## src/rtl/pdp11_pkg.sv

```systemverilog
// Shared PDP-11 datapath definitions: word widths, multiplier FSM encoding, abs helper.
// Latency: n/a (types, constants and a pure combinational function only).
// Backpressure: n/a.
package pdp11_pkg;

    localparam int WORD_W    = 16;
    localparam int DWORD_W   = 32;
    localparam int MUL_STEPS = 16;

    typedef enum logic [1:0] {
        MUL_IDLE = 2'd0,
        MUL_RUN  = 2'd1,
        MUL_LAST = 2'd2,
        MUL_HOLD = 2'd3
    } mul_state_t;

    // Two's-complement magnitude of a 16-bit word. 0x8000 maps to 0x8000,
    // which is still correct when the result is treated as unsigned.
    function automatic logic [WORD_W-1:0] abs16(input logic [WORD_W-1:0] v);
        return v[WORD_W-1] ? (~v + 16'd1) : v;
    endfunction

endpackage

```

## src/rtl/mul1632.sv

```systemverilog
// Sequential 16x16 signed multiplier (PDP-11 MUL), sign-magnitude shift-add, one partial product per clock.
// Latency: done pulses in the 17th cycle after the IDLE cycle in which ready is sampled high.
// Backpressure: ready is a level; a held ready parks the FSM in HOLD until it drops, so each operation gives one done.
//
// Ports:
//   clk          - system clock, all state changes on posedge
//   reset        - synchronous active-high reset, priority over ready
//   ready        - start request (level)
//   multiplicand - signed operand A, captured on the start edge only
//   multiplier   - signed operand B, captured on the start edge only
//   done         - one-cycle pulse, product/carry valid
//   product      - signed 32-bit product, stable until the next start edge
//   carry        - product does not fit in signed 16 bits
module mul1632
    import pdp11_pkg::*;
(
    input  logic               clk,
    input  logic               reset,
    input  logic               ready,
    input  logic [WORD_W-1:0]  multiplicand,
    input  logic [WORD_W-1:0]  multiplier,
    output logic               done,
    output logic [DWORD_W-1:0] product,
    output logic               carry
);

    mul_state_t         r_state;
    mul_state_t         w_state_nxt;
    logic [WORD_W-1:0]  r_mag_a;
    logic [WORD_W-1:0]  r_mag_b;
    logic               r_neg;
    logic [DWORD_W-1:0] r_acc;
    logic [4:0]         r_count;

    logic [WORD_W:0]    w_sum;
    logic [DWORD_W-1:0] w_acc_neg;

    // ---------------- FSM ----------------
    always_ff @(posedge clk) begin
        if (reset) begin
            r_state <= MUL_IDLE;
        end else begin
            r_state <= w_state_nxt;
        end
    end

    always_comb begin
        w_state_nxt = r_state;
        case (r_state)
            MUL_IDLE: if (ready)            w_state_nxt = MUL_RUN;
            MUL_RUN:  if (r_count == 5'd1)  w_state_nxt = MUL_LAST;
            MUL_LAST: w_state_nxt = ready ? MUL_HOLD : MUL_IDLE;
            MUL_HOLD: if (!ready)           w_state_nxt = MUL_IDLE;
            default:  w_state_nxt = MUL_IDLE;
        endcase
    end

    // ---------------- datapath ----------------
    // Partial product: add magA into the top half only when the current
    // multiplier bit is set; the 17th bit is the carry that re-enters at
    // bit 31 on the right shift.
    always_comb begin
        w_sum = {1'b0, r_acc[DWORD_W-1:WORD_W]};
        if (r_mag_b[0]) begin
            w_sum = {1'b0, r_acc[DWORD_W-1:WORD_W]} + {1'b0, r_mag_a};
        end
    end

    always_ff @(posedge clk) begin
        if (reset) begin
            r_mag_a <= '0;
            r_mag_b <= '0;
            r_neg   <= 1'b0;
            r_acc   <= '0;
            r_count <= '0;
        end else begin
            case (r_state)
                MUL_IDLE: begin
                    if (ready) begin
                        r_mag_a <= abs16(multiplicand);
                        r_mag_b <= abs16(multiplier);
                        r_neg   <= multiplicand[WORD_W-1] ^ multiplier[WORD_W-1];
                        r_acc   <= '0;
                        r_count <= 5'(MUL_STEPS);
                    end
                end
                MUL_RUN: begin
                    r_acc   <= {w_sum, r_acc[WORD_W-1:1]};
                    r_mag_b <= r_mag_b >> 1;
                    r_count <= r_count - 5'd1;
                end
                default: ;
            endcase
        end
    end

    // ---------------- outputs ----------------
    // Negating a zero accumulator yields zero, so -0 never appears.
    assign w_acc_neg = ~r_acc + 32'd1;
    assign product   = r_neg ? w_acc_neg : r_acc;
    assign carry     = ~((product[DWORD_W-1:WORD_W-1] == 17'h0) ||
                         (product[DWORD_W-1:WORD_W-1] == 17'h1FFFF));
    assign done      = (r_state == MUL_LAST);

endmodule

```

## config.mk

```make
export PLATFORM = sky130hd
export DESIGN_NAME = mul1632
export DESIGN_NICKNAME = d
export VERILOG_FILES = /design/src/rtl/pdp11_pkg.sv /design/src/rtl/mul1632.sv
export SDC_FILE = /design/constraint.sdc
export NUM_CORES = 1
export LEC_CHECK = 0
export ABC_AREA = 1
export BUFFER_PORTS_ARGS = -buffer_cell sky130_fd_sc_hd__buf_2
export CAP_MARGIN = 0
export CORE_UTILIZATION = 53
export CTS_CLUSTER_DIAMETER = 30
export DETAILED_ROUTE_END_ITERATION = 10
export PLACE_DENSITY = 0.75
export SLEW_MARGIN = 20
export SYNTH_ARGS = -nofsm -noshare
export SYNTH_HDL_FRONTEND = slang
export SYNTH_SLANG_ARGS = --single-unit
```

## constraint.sdc

```tcl
create_clock -name clk -period 1.8 [get_ports clk]
set_input_delay 0.09 -clock clk [delete_from_list [all_inputs] [get_ports clk]]
set_output_delay 0.09 -clock clk [all_outputs]
set_load 0.01 [all_outputs]
```

==> impl_metrics.tcl <==
set metrics [dict create \
    gp_congestion 0.956 \
    hold-worst-slack_ps 22.4 \
    yosys_warnings 0 \
    final.min_clock_period_ps 2280 \
    cpMostUsedCell "nand2_1" \
    synth_common_cells "249 x nand2_1, 93 x inv_1, 89 x nor2_1, 86 x a21oi_1, 72 x dfxtp_1" \
    yosysMostFrequentCell "nand2_1" \
    synth-simple-area-share_pct 36.2 \
    power_leakage_nw 3.68 \
    power_switching_mw 1.41 \
    dp_cells 1130 \
    synth_compound_area_share_pct 18.6 \
    ys_types 47 \
    yosysSeqAreaShare_pct 26.6 \
    dpl-instance-area_sq_um 6450 \
    grt_max_degree 56 \
    clk_pin_slew_worst_paths_ps 80 \
    async_reset_ff_share_pct 0 \
    grt_overflow 0 \
    crit_required_ps 1710 \
    track_usage_pct 28.5 \
    drv_cap 0 \
    synth-seq-cells 72 \
    drv_slew 0 \
    fmax_mhz 439 \
    hpwlAfterDp_um 10700 \
    syn_inst 880 \
    fin_util_pct 77.2 \
    finalInstanceArea_sq_um 7620 \
    yosys.area_share.xor_xnor_pct 4.04 \
    synthesis.area_sq_um 5420 \
    worst_slack_ps -476 \
    cp.arrival_ps 2190 \
    portBuffers 68 \
    n_fill_cell 731 \
    vias 6331 \
    status "finished with violations" \
    critical_path_class "flop to output pin" \
    combPwrFrac_pct 28.4 \
    slowest_delay_ps 370 \
    cts.path.max_buffers 2 \
    worst_setup_path_start_kind "flop" \
    worstMarginPinSlew_ps 636 \
    synth_area_leaders "dfxtp_1 27%, nand2_1 17%, a21oi_1 7.9%, inv_1 6.4%, nor2_1 6.2%" \
    fin_nets 1081 \
    maxSlewHeadroom_pct 57.6 \
    min_path_type "input port to flop" \
    slowest_stage "dfxtp_4" \
    clk_latency_ps 360 \
    p_int_mw 3.02 \
    power_frac_seq_pct 39.5 \
    worstPathCellList "inv_4, ha_4, nand2_4, nand2_8, nand2_4, nor2_4, nand2_1, nand2_1, nand2_2, nor2_1, nand2_1, nor2_1, nand3_1, nand2_1, nand2_1, buf_2" \
    synth-edff-count 0 \
    synth_top_family_by_area "simple AND/OR/NAND/NOR gates" \
    antenna_found_initial 0 \
    fp.dieW_um 103 \
    crit_path_end_kind "output pin" \
    grt_pass1_wl_um 23700 \
    drive_above_1_share_pct 34.5 \
    critPathTopFamily "simple AND/OR/NAND/NOR gates" \
    ys.flop_type "dfxtp_1" \
    n_antenna_cell 0 \
    synth_top_area_cell "dfxtp_1" \
    finalSetupViolCount 25 \
    dr.first_iter.drc_count 434 \
    swShare_pct 31.9 \
    drc 0 \
    clock_skew_ps 12.0 \
    clock-sinks 72 \
    htreeDepth 3 \
    clkPwrFrac_pct 32.0 \
    avgSynthCellArea_sq_um 6.16 \
    violations "negative setup slack" \
    areaGrowthSynthToFinish_pct 40.5 \
    core_area_sq_um 9860 \
    final_cells 1161 \
    cts_root_buf "clkbuf_8" \
    grt_pass1_vias 5171 \
    synth_top_area_share_pct 26.6 \
    numCtsBuffers 9 \
    routedWlPerCell_um 14.0 \
    synthAdderAreaFrac_pct 5.22 \
    cts_tree "yes" \
    crit_fanout 5 \
    firstDrtPassIters 5 \
    peakVddDrop_mv 0.387 \
    dieArea_sq_um 10600 \
    synthMuxAreaShare_pct 0 \
    hold_viol_final 0 \
    num_rows 36 \
    setup_tns_ps -2680 \
    ant_nets 0 \
    critPathBufInv 2 \
    period_share_pct 126 \
    synth_fp_nets 937 \
    viasPerCell 5.45 \
    die-height_um 103 \
    drt_wl_total_um 16300 \
    boundaryPins 69 \
    power_density_nw_per_um2 582 \
    rsz0062_at_grt "yes" \
    start_util_pct 55.0 \
]
## power groups by stage
stage,sequential (mW),clock (mW),combinational [mW]
2_1_floorplan,1.76,0,0.685
3_3_place_gp,1.78,0,1.04
3_5_place_dp,1.78,0,1.05
4_1_cts,1.75,1.45,1.10
5_1_grt,1.76,1.53,1.39
6_report,1.75,1.42,1.26
## layer usage
layer  track usage (%)  vias up  part of all wire [%]
li1                  -     3174                     -
met1              38.9     2858                    44
met2              45.8      256                    47
met3              3.80       43                   6.2
met4              10.6        0                   2.8
met5                 0        -                     0
## final timing paths
check,from,to,slack (ps),cells after the start
setup reg to reg,r_acc[16],r_acc[31],-170,13
setup / recovery,r_acc[1],carry,-480,16
hold / removal,multiplier[0],r_mag_b[0],20,3
hold reg to reg,r_count[1],r_count[1],480,2
## cell families after synthesis
group / count (synthesis)
buffers and inverters: 128
adders and majority gates: 22
and+or+nand+nor: 457
xor gates and xnor gates: 25
AOI/OAI and AO/OA: 176
DFF: 72
## flip-flops by register name, indices dropped and copies added (netlist names)
register,count
r_acc,32
r_count,5
r_mag_a,16
r_mag_b,16
r_neg,1
r_state,2
## final cells by class
type	count	area, sq um	area share [%]
inverters	96	365	4.80
repair buffers	164	1310	17.2
flip-flops and latches	72	1480	19.5
clock inverters	5	81.3	1.07
clock buffers	10	138	1.81
well taps	133	166	2.18
multi-input cells	681	4070	53.5
## cell usage in the layout (no fill, tap or decap), types with 3 or more instances in the layout
cell | Yosys | layout
nand3_2 | 1 | 20
dfxtp_4 | 0 | 3
nor2_4 | 2 | 17
nand2_4 | 1 | 10
clkbuf_8 | 0 | 10
nand2_2 | 16 | 40
nor4_1 | 3 | 3
o21ai_2 | 3 | 4
dfxtp_1 | 72 | 44
ha_1 | 21 | 17
buf_6 | 2 | 43
ha_4 | 0 | 4
xnor2_1 | 10 | 7
xor2_1 | 15 | 14
dfxtp_2 | 0 | 25
o21ai_0 | 41 | 27
a31oi_1 | 11 | 10
a21oi_1 | 86 | 74
inv_2 | 1 | 6
nand3_1 | 66 | 46
o21ai_4 | 1 | 4
buf_12 | 0 | 4
nand2_1 | 249 | 214
inv_1 | 93 | 86
a21oi_2 | 0 | 12
o221ai_1 | 5 | 5
o211ai_1 | 8 | 8
buf_4 | 2 | 62
nor2_2 | 7 | 14
buf_2 | 6 | 54
a22oi_1 | 5 | 5
or2_2 | 3 | 3
nor2_1 | 89 | 68
o21ai_1 | 2 | 12
nand4_1 | 8 | 8
o21bai_1 | 5 | 5
nor3_1 | 7 | 7
## worst min-delay path, delay by kind of cell
family	cells	cell delay [ps]
simple gates	1	60
buf+inv	1	120
compound gates	1	70
## metrics by stage
| step | power (mW) | setup slack [ps] |
|---|---|---|
| 2_1_floorplan | 2.45 | 16.7 |
| 3_3_place_gp | 2.82 | -78.7 |
| 3_5_place_dp | 2.83 | -120 |
| 4_1_cts | 4.30 | -420 |
| 5_1_grt | 4.68 | -619 |
| 6_report | 4.43 | -476 |
## what timing repair did
item / CTS / global route
setup endpoints to repair: 30 / 40
gates resized for setup: 80 / 156
pin swaps: 15 / 70
buffers inserted: 8 / 13
cloned: 1 / 0
hold buffers: 1 / 0
endpoints found under the hold margin: 1 / 0
Note: power is estimated with default switching activity, not from simulation.
